===== src/rtl/sna_response_packetizer_pkg.sv =====
// Shared definitions for the SNA response packetizer: FSM states, flit-type
// and AXI response encodings, arbitration grant encoding, default parameters.
package sna_pkg;

  localparam int FLIT_W_DEF = 37;
  localparam int DATA_W_DEF = 32;
  localparam int NUM_VC_DEF = 8;

  typedef enum logic [1:0] {
    IDLE = 2'd0,
    HEAD = 2'd1,
    BODY = 2'd2,
    TAIL = 2'd3
  } sna_state_e;

  // Flit type tag carried in the two MSBs of a body flit.
  localparam logic [1:0] FLIT_BODY = 2'b01;

  // AXI4-Lite response codes.
  localparam logic [1:0] RESP_OKAY   = 2'b00;
  localparam logic [1:0] RESP_EXOKAY = 2'b01;
  localparam logic [1:0] RESP_SLVERR = 2'b10;
  localparam logic [1:0] RESP_DECERR = 2'b11;

  typedef enum logic {
    GRANT_R = 1'b0,
    GRANT_B = 1'b1
  } sna_grant_e;

endpackage


===== src/rtl/sna_response_packetizer_if.sv =====
// Bundle of the AXI4-Lite R/B response channels, the request-side header and
// tail flits, the per-VC flow-control flags and the NoC flit output.
// The packetizer uses the slave modport; whoever feeds it uses master.
interface sna_response_packetizer_if #(
  parameter int FLIT_W = 37,
  parameter int DATA_W = 32,
  parameter int NUM_VC = 8
) ();

  localparam int VC_W = $clog2(NUM_VC);

  logic [FLIT_W-1:0] header;
  logic [FLIT_W-1:0] tail;

  logic              rvalid;
  logic              rready;
  logic [DATA_W-1:0] rdata;
  logic [1:0]        rresp;

  logic              bvalid;
  logic              bready;
  logic [1:0]        bresp;

  logic [NUM_VC-1:0] is_allocatable;
  logic [NUM_VC-1:0] is_on_off;

  logic [FLIT_W-1:0] noc_data;
  logic              is_valid;
  logic [VC_W-1:0]   vc_id;

  modport slave (
    input  header, tail,
    input  rvalid, rdata, rresp,
    input  bvalid, bresp,
    input  is_allocatable, is_on_off,
    output rready, bready,
    output noc_data, is_valid, vc_id
  );

  modport master (
    output header, tail,
    output rvalid, rdata, rresp,
    output bvalid, bresp,
    output is_allocatable, is_on_off,
    input  rready, bready,
    input  noc_data, is_valid, vc_id
  );

endinterface


===== src/rtl/sna_response_packetizer_vc_select.sv =====
// Lowest-index free virtual channel picker: pure combinational priority
// encoder returning the index of the lowest set request bit and whether any
// bit is set at all.
module sna_vc_select #(
  parameter int NUM_VC = 8,
  parameter int VC_W   = $clog2(NUM_VC)
) (
  input  logic [NUM_VC-1:0] req,
  output logic [VC_W-1:0]   idx,
  output logic              any
);

  // Scan from the top down so the lowest set bit is the last one written.
  always_comb begin
    idx = '0;
    any = 1'b0;
    for (int i = NUM_VC - 1; i >= 0; i--) begin
      if (req[i]) begin
        idx = VC_W'(i);
        any = 1'b1;
      end
    end
  end

endmodule


===== src/rtl/sna_response_packetizer.sv =====
// SNA response packetizer: turns one AXI4-Lite read (R) or write (B)
// response into a NoC packet. R packets are header/body/tail, B packets are
// header/tail. Flits leave only while the chosen VC is switched on.
//
// Build option: SNA_RESP_RR_ARB_EN selects round-robin R/B arbitration on
// ties; without it R always wins.
//
// state | meaning
// IDLE  | waiting for an R or B handshake with at least one free VC
// HEAD  | emit captured header when the VC is on
// BODY  | emit read-data body flit (R only) when the VC is on
// TAIL  | emit captured tail with resp in bits [1:0], then back to IDLE
module sna_response_packetizer
  import sna_pkg::*;
#(
  parameter int FLIT_W = FLIT_W_DEF,
  parameter int DATA_W = DATA_W_DEF,
  parameter int NUM_VC = NUM_VC_DEF
) (
  input  logic                      clk,
  input  logic                      rst_n,
  sna_response_packetizer_if.slave  bus
);

  localparam int VC_W = $clog2(NUM_VC);

  sna_state_e        state;
  logic [FLIT_W-1:0] header_q;
  logic [FLIT_W-3:0] tail_hi_q;
  logic [DATA_W-1:0] rdata_q;
  logic [1:0]        resp_q;
  logic              is_r_q;
  logic [VC_W-1:0]   vc_q;
  logic [FLIT_W-1:0] noc_q;
  logic              valid_q;

  logic [VC_W-1:0]   free_idx;
  logic              any_free;
  logic              prefer_r;
  logic              grant_r;
  logic              grant_b;
  logic              accept_ok;
  logic              rready_c;
  logic              bready_c;
  logic              r_xfer;
  logic              b_xfer;
  logic              vc_on;
  logic [FLIT_W-1:0] body_flit;
  logic [FLIT_W-1:0] tail_flit;

  sna_vc_select #(
    .NUM_VC (NUM_VC),
    .VC_W   (VC_W)
  ) u_vc_select (
    .req (bus.is_allocatable),
    .idx (free_idx),
    .any (any_free)
  );

`ifdef SNA_RESP_RR_ARB_EN
  sna_grant_e last_grant;

  // Remember who was served last so a tie goes to the other channel.
  always_ff @(posedge clk) begin
    if (!rst_n) begin
      last_grant <= GRANT_B;
    end else if (r_xfer) begin
      last_grant <= GRANT_R;
    end else if (b_xfer) begin
      last_grant <= GRANT_B;
    end
  end

  assign prefer_r = (last_grant == GRANT_B);
`else
  assign prefer_r = 1'b1;
`endif

  assign grant_r   = bus.rvalid && (!bus.bvalid || prefer_r);
  assign grant_b   = bus.bvalid && !grant_r;
  // Ready is withheld during reset so nothing is accepted that will be lost.
  assign accept_ok = rst_n && (state == IDLE) && any_free;
  assign rready_c  = accept_ok && grant_r;
  assign bready_c  = accept_ok && grant_b;
  assign r_xfer    = bus.rvalid && rready_c;
  assign b_xfer    = bus.bvalid && bready_c;
  assign vc_on     = bus.is_on_off[vc_q];

  // Body flit: type tag on top, resp and rdata at the bottom, zero between.
  always_comb begin
    body_flit                       = '0;
    body_flit[DATA_W-1:0]           = rdata_q;
    body_flit[DATA_W+1:DATA_W]      = resp_q;
    body_flit[FLIT_W-1:FLIT_W-2]    = FLIT_BODY;
  end

  assign tail_flit = {tail_hi_q, resp_q};

  // Packet sequencer: capture on handshake, then one flit per enabled cycle.
  always_ff @(posedge clk) begin
    if (!rst_n) begin
      state     <= IDLE;
      header_q  <= '0;
      tail_hi_q <= '0;
      rdata_q   <= '0;
      resp_q    <= '0;
      is_r_q    <= 1'b0;
      vc_q      <= '0;
      noc_q     <= '0;
      valid_q   <= 1'b0;
    end else begin
      valid_q <= 1'b0;
      case (state)
        IDLE: begin
          if (r_xfer || b_xfer) begin
            header_q  <= bus.header;
            tail_hi_q <= bus.tail[FLIT_W-1:2];
            rdata_q   <= bus.rdata;
            resp_q    <= r_xfer ? bus.rresp : bus.bresp;
            is_r_q    <= r_xfer;
            vc_q      <= free_idx;
            state     <= HEAD;
          end
        end
        HEAD: begin
          if (vc_on) begin
            noc_q   <= header_q;
            valid_q <= 1'b1;
            state   <= is_r_q ? BODY : TAIL;
          end
        end
        BODY: begin
          if (vc_on) begin
            noc_q   <= body_flit;
            valid_q <= 1'b1;
            state   <= TAIL;
          end
        end
        TAIL: begin
          if (vc_on) begin
            noc_q   <= tail_flit;
            valid_q <= 1'b1;
            state   <= IDLE;
          end
        end
        default: state <= IDLE;
      endcase
    end
  end

  assign bus.rready   = rready_c;
  assign bus.bready   = bready_c;
  assign bus.noc_data = noc_q;
  assign bus.is_valid = valid_q;
  assign bus.vc_id    = vc_q;

endmodule


===== src/flat_wrapper.sv =====
// flat-port wrapper written by rule: the top's interface ports become plain ports
module sna_response_packetizer_flat import sna_pkg::*;
#(
  parameter int FLIT_W = FLIT_W_DEF,
  parameter int DATA_W = DATA_W_DEF,
  parameter int NUM_VC = NUM_VC_DEF
)
  (clk, rst_n, bus_header, bus_tail, bus_rvalid, bus_rdata, bus_rresp, bus_bvalid, bus_bresp, bus_is_allocatable, bus_is_on_off, bus_rready, bus_bready, bus_noc_data, bus_is_valid, bus_vc_id);
  sna_response_packetizer_if #(.FLIT_W(FLIT_W), .DATA_W(DATA_W), .NUM_VC(NUM_VC)) bus_i ();
  input  logic clk;
  input  logic rst_n;
  input wire logic [$bits(bus_i.header)-1:0] bus_header;
  input wire logic [$bits(bus_i.tail)-1:0] bus_tail;
  input wire logic [$bits(bus_i.rvalid)-1:0] bus_rvalid;
  input wire logic [$bits(bus_i.rdata)-1:0] bus_rdata;
  input wire logic [$bits(bus_i.rresp)-1:0] bus_rresp;
  input wire logic [$bits(bus_i.bvalid)-1:0] bus_bvalid;
  input wire logic [$bits(bus_i.bresp)-1:0] bus_bresp;
  input wire logic [$bits(bus_i.is_allocatable)-1:0] bus_is_allocatable;
  input wire logic [$bits(bus_i.is_on_off)-1:0] bus_is_on_off;
  output wire logic [$bits(bus_i.rready)-1:0] bus_rready;
  output wire logic [$bits(bus_i.bready)-1:0] bus_bready;
  output wire logic [$bits(bus_i.noc_data)-1:0] bus_noc_data;
  output wire logic [$bits(bus_i.is_valid)-1:0] bus_is_valid;
  output wire logic [$bits(bus_i.vc_id)-1:0] bus_vc_id;
  assign bus_i.header = bus_header;
  assign bus_i.tail = bus_tail;
  assign bus_i.rvalid = bus_rvalid;
  assign bus_i.rdata = bus_rdata;
  assign bus_i.rresp = bus_rresp;
  assign bus_i.bvalid = bus_bvalid;
  assign bus_i.bresp = bus_bresp;
  assign bus_i.is_allocatable = bus_is_allocatable;
  assign bus_i.is_on_off = bus_is_on_off;
  assign bus_rready = bus_i.rready;
  assign bus_bready = bus_i.bready;
  assign bus_noc_data = bus_i.noc_data;
  assign bus_is_valid = bus_i.is_valid;
  assign bus_vc_id = bus_i.vc_id;
  sna_response_packetizer #(.FLIT_W(FLIT_W), .DATA_W(DATA_W), .NUM_VC(NUM_VC)) u_core (.clk(clk), .rst_n(rst_n), .bus(bus_i));
endmodule

===== config.mk =====
export PLATFORM = sky130hd
export DESIGN_NAME = sna_response_packetizer_flat
export DESIGN_NICKNAME = d
export VERILOG_FILES = /design/src/rtl/sna_response_packetizer_pkg.sv /design/src/rtl/sna_response_packetizer_if.sv /design/src/rtl/sna_response_packetizer_vc_select.sv /design/src/rtl/sna_response_packetizer.sv /design/src/flat_wrapper.sv
export SDC_FILE = /design/constraint.sdc
export NUM_CORES = 1
export LEC_CHECK = 0
export CAP_MARGIN = 10
export CORE_MARGIN = 4
export CORE_UTILIZATION = 49
export CTS_BUF_LIST = sky130_fd_sc_hd__clkbuf_4 sky130_fd_sc_hd__clkbuf_8
export CTS_CLUSTER_DIAMETER = 50
export DETAILED_ROUTE_END_ITERATION = 10
export HOLD_SLACK_MARGIN = 0.08
export PLACE_DENSITY_LB_ADDON = 0.08
export SLEW_MARGIN = 40
export SYNTH_ARGS = -nofsm -noshare
export SYNTH_HDL_FRONTEND = slang
export SYNTH_SLANG_ARGS = --single-unit

===== constraint.sdc =====
create_clock -name clk -period 2.9 [get_ports clk]
set_clock_uncertainty 0.05 [all_clocks]
set_input_delay 0.725 -clock clk [delete_from_list [all_inputs] [get_ports clk]]
set_output_delay 0.725 -clock clk [all_outputs]
set_load 0.01 [all_outputs]

==> results.toml <==
[clock_network]
cts.clk_slew.worst_paths_ns = 0.07
cts.sinks = 150
numCtsBuffers = 17
cts_root_buffer = "clkbuf_8"
cts_max_path_buffers = 2
clkLatencyLatePin_ns = 0.44
htree_levels = 4
tritoncts = "built"

[route]
routed_via_density = 5.38
wl_mm = 16.6
via_count = 5724
first_pass_iters = 5
wl_per_cell_um = 15.7
remaining_drc_errors = 0
initialDrtViolationCount = 524
final_antenna_net_count = 0

[worst_setup_path]
slowest_delay_ns = 0.54
path_delay_family = "simple AND/OR/NAND/NOR gates"
path_cells = "dlygate4sd2_1, or4_4, o211a_1, and3b_1, buf_2"
slowest_stage = "or4_4"
crit_buf_inv = 2
arrival_ns = 2.08
crit_required_ns = 2.12
worst-setup-path-type = "in2out"
worstPathMaxFanout = 3
critPathLaunchType = "input port"
endpoint_kind = "primary output"

[logic_synthesis]
netlist_area_sq_um = 6070
syn_inst = 731
ys_seq_area_frac = 0.495
muxShareOfSynthArea = 0.0153
syn_avg_cell_area_sq_um = 8.30
synthXorXnorAreaFrac = 0
synth_top_cell_area_share = 0.495
synth.net_count = 865
yosys_warnings = 0
yosysUniqueCellTypes = 34
synth_area_leaders = "dfxtp_1 49%, nand2_1 15%, a21oi_1 9.2%, a311oi_2 4.9%, a22oi_1 4.2%"
synth-compound-area-share = 0.228
synth-edff-count = 0
yosysMostFrequentCell = "nand2_1"
synth_top_area_cell = "dfxtp_1"
synth-simple-area-share = 0.195
synth_flop_cell = "dfxtp_1"
synth-seq-cells = 150
synth_commonest_cells = "248 x nand2_1, 150 x dfxtp_1, 112 x a21oi_1"
synth_top_family_by_area = "compound AO/OA/AOI/OAI gates"
synthAdderAreaFrac = 0.00825
synthArstFlopShare = 0

[sta]
final.min_clock_period_ns = 2.85
setup_viol = 0
maxSlewHeadroom = 0.574
final_max_slew_viol_count = 0
rsz0062_at_grt = "false"
min_period_over_period = 0.984
fmax_ghz = 0.350
fin_ws_ns = 0.0451
hold_violations = 0
tightest_slew_ns = 0.639

[floorplan]
coreArea_sq_um = 12100
dieArea_sq_um = 14200
initial_core_util = 0.503
die-width_um = 119
die_height_um = 119
io_pins = 173
rows = 40

[placed_design]
gp_congestion = 0.790
preCtsSetupSlack_ns = -0.535
post-dp-hpwl_mm = 11.2
portBuffers = 170

[outcome]
outcome = "completed"

[power_and_ir_drop]
p_leak_nw = 2.97
power_density_nw_per_um2 = 907
p_total_mw = 7.63
vdd_drop_max_mv = 0.464

[global_route]
grt_use_total = 0.230
grt_max_degree = 73
grt_pass1_vias = 5682
antenna_found_initial = 0
overflow = 0
grt_pass1_wl_mm = 26.7

[flow_run]
drv_cap = 0

[finish]
layout.nets = 1017
num_antenna_cells = 0
drive_gt1_frac = 0.106
syn_to_final_growth_pct = 38.6
final_util = 0.697

[worst_hold_path]
hold_path.class = "reg2reg"
cells by family after synthesis:
| group | after synthesis |
|---|---|
| AOI/OAI and AO/OA | 197 |
| DFF | 150 |
| buffers and inverters | 67 |
| adders and majority gates | 4 |
| muxes | 8 |
| and+or+nand+nor | 305 |
report_power, final:
part           internal (mW)  switching [mW]  total, mW
sequential              2.58           0.296       2.88
clock                   1.02           0.743       1.76
combinational           1.37            1.63       3.00
sequential cells by signal, summed over array words and instances (netlist names):
register / flops
u_core.bus.noc_data: 37
u_core.is_r_q: 1
u_core.tail_hi_q: 35
u_core.rdata_q: 32
u_core.resp_q: 2
u_core.header_q: 37
u_core.state: 2
u_core.bus.is_valid: 1
u_core.bus.vc_id: 3
routing by layer:
metal	routed length (um)	up-vias	track usage
met5	0	-	0
met4	294	0	0.0825
met2	8360	214	0.394
li1	-	2783	-
met3	1270	22	0.0703
met1	6720	2705	0.272
tightest hold or removal path, stage by stage, from the launching register on:
cell     delay [ns]
dfxtp_1        0.31
nand2_1        0.05
a21oi_1        0.05
per-stage QoR:
stage	cell area [sq um]	TNS, ns	hold slack (ns)	std cells
after floorplan	6070	0	0.382	731
after global placement	7950	-0.955	0.392	1030
after detailed placement	7980	-1.11	0.393	1031
after CTS	8410	0	0.404	1063
after global routing	8410	0	0.423	1063
final	8410	0	0.403	1063
placed cells by master (no fill, tap or decap), types with 3 or more instances in the layout:
master	count
a211oi_2	3
a21oi_1	112
a22oi_1	34
a311oi_1	14
a311oi_2	20
buf_12	7
buf_4	18
bufinv_16	4
clkbuf_4	4
clkbuf_8	19
clkdlybuf4s50_1	160
dfxtp_1	150
dlygate4sd2_1	8
inv_1	3
mux2i_1	7
nand2_1	248
nor2_1	43
nor3b_1	3
o21ai_0	4
cell type report:
| type | count | area [sq um] |
|---|---|---|
| fill | 996 | 3650 |
| sequential | 150 | 3000 |
| multi-input combinational | 514 | 2760 |
| timing repair buffer | 196 | 1980 |
| clock buffer | 23 | 292 |
| tap | 168 | 210 |
| clock inverter | 8 | 146 |
| inverter | 4 | 17.5 |
path summary, 6_finish.rpt:
path                                            start                       to  slack [ns]  cells after the start
worst max-delay path            bus_is_allocatable[6]               bus_bready        0.05                      5
worst min-delay path              u_core.header_q[35]      u_core.header_q[35]        0.40                      2
worst max register to register        u_core.state[1]  u_core.bus.noc_data[13]        0.64                      6
worst min register to register    u_core.header_q[35]      u_core.header_q[35]        0.40                      2
what timing repair did:
action,in CTS,in global routing
pin swaps,3,1
buffers inserted,1,0
setup endpoints to repair,2,2
endpoints found under the hold margin,0,0
hold buffers,0,0
cloned,0,0
resized for setup,19,0
(Power assumes the default switching activity.)
==> RTL change 1, RTL diff (same flow settings) <==
Change the package constant `DATA_W_DEF` from 32 to 28.
--- a/src/rtl/sna_response_packetizer_pkg.sv
+++ b/src/rtl/sna_response_packetizer_pkg.sv
@@ -3,7 +3,7 @@
 package sna_pkg;
 
   localparam int FLIT_W_DEF = 37;
-  localparam int DATA_W_DEF = 32;
+  localparam int DATA_W_DEF = 28;
   localparam int NUM_VC_DEF = 8;
 
   typedef enum logic [1:0] {
Ports: changed (resized bus_rdata); port bits go from 173 to 169. The function was not compared with the original's and may differ.
==> RTL change 1 against the original RTL <==
  * Sequential cell count is 4 lower
  * Routed wire length shrank 6.3%
  * Synthesized cell count shrank 2.5%
  * Design area fell by 2.3%
  * Global-route usage decreased by 0.38 points
  * Utilization increased by 1.0 points
  * Area after synthesis is 2.4% lower
  * Total power decreased by 4.2%
  * Critical path depth is the same
  * Worst setup slack gained 0.0043 ns
  * Highest routed layer unchanged
==> RTL change 1: results (changes against the original RTL) <==
The flow ran to the end, and the final reports show no timing, DRC or antenna violations. The cell count after placement was 990 (was 1031); the number of violations reported at the end of detailed-routing iteration 0 was 412 (was 524). The synthesized netlist net count came out at 843 (was 865). The sum of net half-perimeters after detailed placement is 10900 um (was 11200 um), and the total length of routed wires is 15600 um (was 16600 um). The total of fill cells in the finished design is 971 (was 996), and the count of input and output buffers is 166 (was 170). The mean post-synth cell area works out to 8.31 um2 (was 8.30 um2). Leading cell types by total area after synthesis: dfxtp_1 49%, nand2_1 15%, a21oi_1 9.5% (was dfxtp_1 49%, nand2_1 15%, a21oi_1 9.2%). Most frequent cells after synthesis: 236 x nand2_1, 146 x dfxtp_1, 112 x a21oi_1 (was 248 x nand2_1, 150 x dfxtp_1, 112 x a21oi_1).

The logs give 38.6% (was 39.4%) for the met2 track utilization from global routing and 26000 um (was 26700 um) for the global-route wire length before repair. The post-synthesis share of cell area spent on full adders, half adders and majority gates works out to 0.845% (was 0.825%). The routed length per instance came out at 15.3 um (was 15.7 um). The ratio of cells with drive above 1 in the final layout was 10.5% (was 10.6%); the slack of the worst reg-to-reg path was 0.61 ns (was 0.64 ns).

The length in cells of the worst reg-to-reg path was 7 (was 6). Number of post-CTS setup repair buffers: 0 (was 1). The headroom to the max-slew limit was 64.1% (was 57.4%); the part of the Yosys area used for sequential elements was 49.3% (was 49.5%). The routed length on met1 was 6750 um (was 6720 um); the multiplexer share of the synthesized area was 1.56% (was 1.53%). The leakage component of the power is 2.92 nW (was 2.97 nW). Launch point of the worst hold path: u_core.header_q[36] (was u_core.header_q[35]). The worst hold path endpoint is u_core.header_q[36] (was u_core.header_q[35]).
## RTL change 1: changes by cell type after synthesis, moves of 4 or more
| cell | delta |
|---|---|
| nand2_1 | -12 |
| buf_4 | -8 |
| a211oi_1 | +6 |
| buf_6 | +5 |
| a22oi_1 | -4 |
| a311oi_2 | -4 |
| buf_2 | -4 |
| clkbuf_1 | +4 |
| dfxtp_1 | -4 |
| nor3b_1 | +4 |
## RTL change 1: final cells by class
type	instances	area, um2	area share, %
clock buffers	25	332	4.04
clock inverters	5	50.0	0.609
inverters	4	17.5	0.213
multi-input cells	502	2670	32.5
flip-flops and latches	146	2920	35.6
well taps	143	179	2.18
repair buffers	196	2040	24.9
## RTL change 1: metrics by stage
stage	TNS (ns)	hold WS, ns	power [mW]	utilization, %
finish	0	0.405	7.32	70.7
global route	0	0.422	7.80	70.7
CTS	0	0.406	7.34	70.5
global placement	-1.08	0.390	5.75	67.3
detailed placement	-1.08	0.396	5.84	67.3
floorplan	0	0.382	4.57	-
==> RTL change 2, RTL diff (config.mk and constraints unchanged) <==
Made on the original files. The 4 states of `sna_state_e` get a one-hot encoding in 4 bits.
--- a/src/rtl/sna_response_packetizer_pkg.sv
+++ b/src/rtl/sna_response_packetizer_pkg.sv
@@ -6,11 +6,11 @@
   localparam int DATA_W_DEF = 32;
   localparam int NUM_VC_DEF = 8;
 
-  typedef enum logic [1:0] {
-    IDLE = 2'd0,
-    HEAD = 2'd1,
-    BODY = 2'd2,
-    TAIL = 2'd3
+  typedef enum logic [3:0] {
+    IDLE = 4'b0001,
+    HEAD = 4'b0010,
+    BODY = 4'b0100,
+    TAIL = 4'b1000
   } sna_state_e;
 
   // Flit type tag carried in the two MSBs of a body flit.
Behaviour: same outputs for any inputs over 4 cycles, from zero or initial values and one cycle with rst_n low; so few cycles prove little.
==> RTL change 2 against the original RTL <==
  * Design area is 3.7% higher
  * Sequential cell count up 2
  * Worst setup slack better by 0.031 ns
  * Area after synthesis increased by 1.3%
  * Global-route usage rose by 0.92 points
  * Non-clock buffer count up 21
  * Routed wire length rose by 3.2%
  * Maximum frequency up 1.1%
  * Critical path depth grew 1
  * Largest cell class unchanged
  * Sequential share of layout area decreased by 0.67 points
Power is not compared: it rests on default switching activity, and its combinational part moved more than twofold at a synthesized area within 25%.
==> RTL change 2: results (changes against the original RTL) <==
The flow ran to the end, and the final reports show no timing, DRC or antenna violations. The tools report the sum of net half-perimeters after detailed placement as 11400 um (was 11200 um). The multi-input logic area came out at 0.00284 mm2 (was 0.00276 mm2). Most frequent cells after synthesis: 248 x nand2_1, 152 x dfxtp_1, 113 x a21oi_1 (was 248 x nand2_1, 150 x dfxtp_1, 112 x a21oi_1). The worst slack at placement was -0.471 ns (was -0.535 ns). Maximum cell stage delay along the critical path: 0.49 ns (was 0.54 ns). The fraction of synthesized cell area in xor and xnor cells was 0.142% (was 0%); the final weighted congestion in routability-driven placement was 0.871 (was 0.790). Pin count of the biggest net entering global routing: 87 (was 73).

Post-synthesis share of cell area spent on full adders, half adders and majority gates: 0% (was 0.825%). The cell family with the largest share of critical-path delay is buffers and inverters (was simple AND/OR/NAND/NOR gates). The tools report the number of cells produced by synthesis as 735 (was 731). The number of multi-input logic gates is 519 (was 514), and the largest fanout on the critical path is 2 (was 3). Clock network area share: 4.98% (was 5.21%). Worst hold path endpoint: u_core.header_q[10] (was u_core.header_q[35]). The tools report the minimum hold slack as 0.406 ns (was 0.403 ns). The length in cells of the worst reg-to-reg path is 17 (was 6). The transition time of the tightest slew-check pin is 0.625 ns (was 0.639 ns). The number of clock sinks is 152 (was 150). The end point of the critical path was bus_rready (was bus_bready). The slack of the worst reg-to-reg path came out at 0.12 ns (was 0.64 ns). The launch point of the critical path is bus_is_allocatable[2] (was bus_is_allocatable[6]). Cell area after technology mapping: 0.00615 mm2 (was 0.00607 mm2). Leading cell types by total area after synthesis: dfxtp_1 49%, nand2_1 15%, a21oi_1 9.2% (unchanged).
RTL change 2: repair_timing:
item,CTS,global route
endpoints found under the setup margin,2,3
pin swaps,3,3
hold endpoints to repair,0,0
buffers inserted,19,0
resized for setup,28,6
RTL change 2: power groups by stage:
stage / Sequential (mW) / Clock, mW / Combinational [mW]
floorplan: 2.45 / 0 / 0.625
global placement: 2.46 / 0 / 1.08
detailed placement: 2.47 / 0 / 1.11
CTS: 2.43 / 1.74 / 1.20
global route: 2.46 / 1.83 / 1.31
finish: 2.43 / 1.72 / 1.20
RTL change 2: per-layer routing:
metal / vias to the layer above / part of all wire (%) / GRT usage (%)
li1: 2861 / - / -
met1: 2802 / 42 / 28.8
met2: 191 / 51 / 41.1
met3: 39 / 5.6 / 5.42
met4: 0 / 2.4 / 10.0
met5: - / 0 / 0
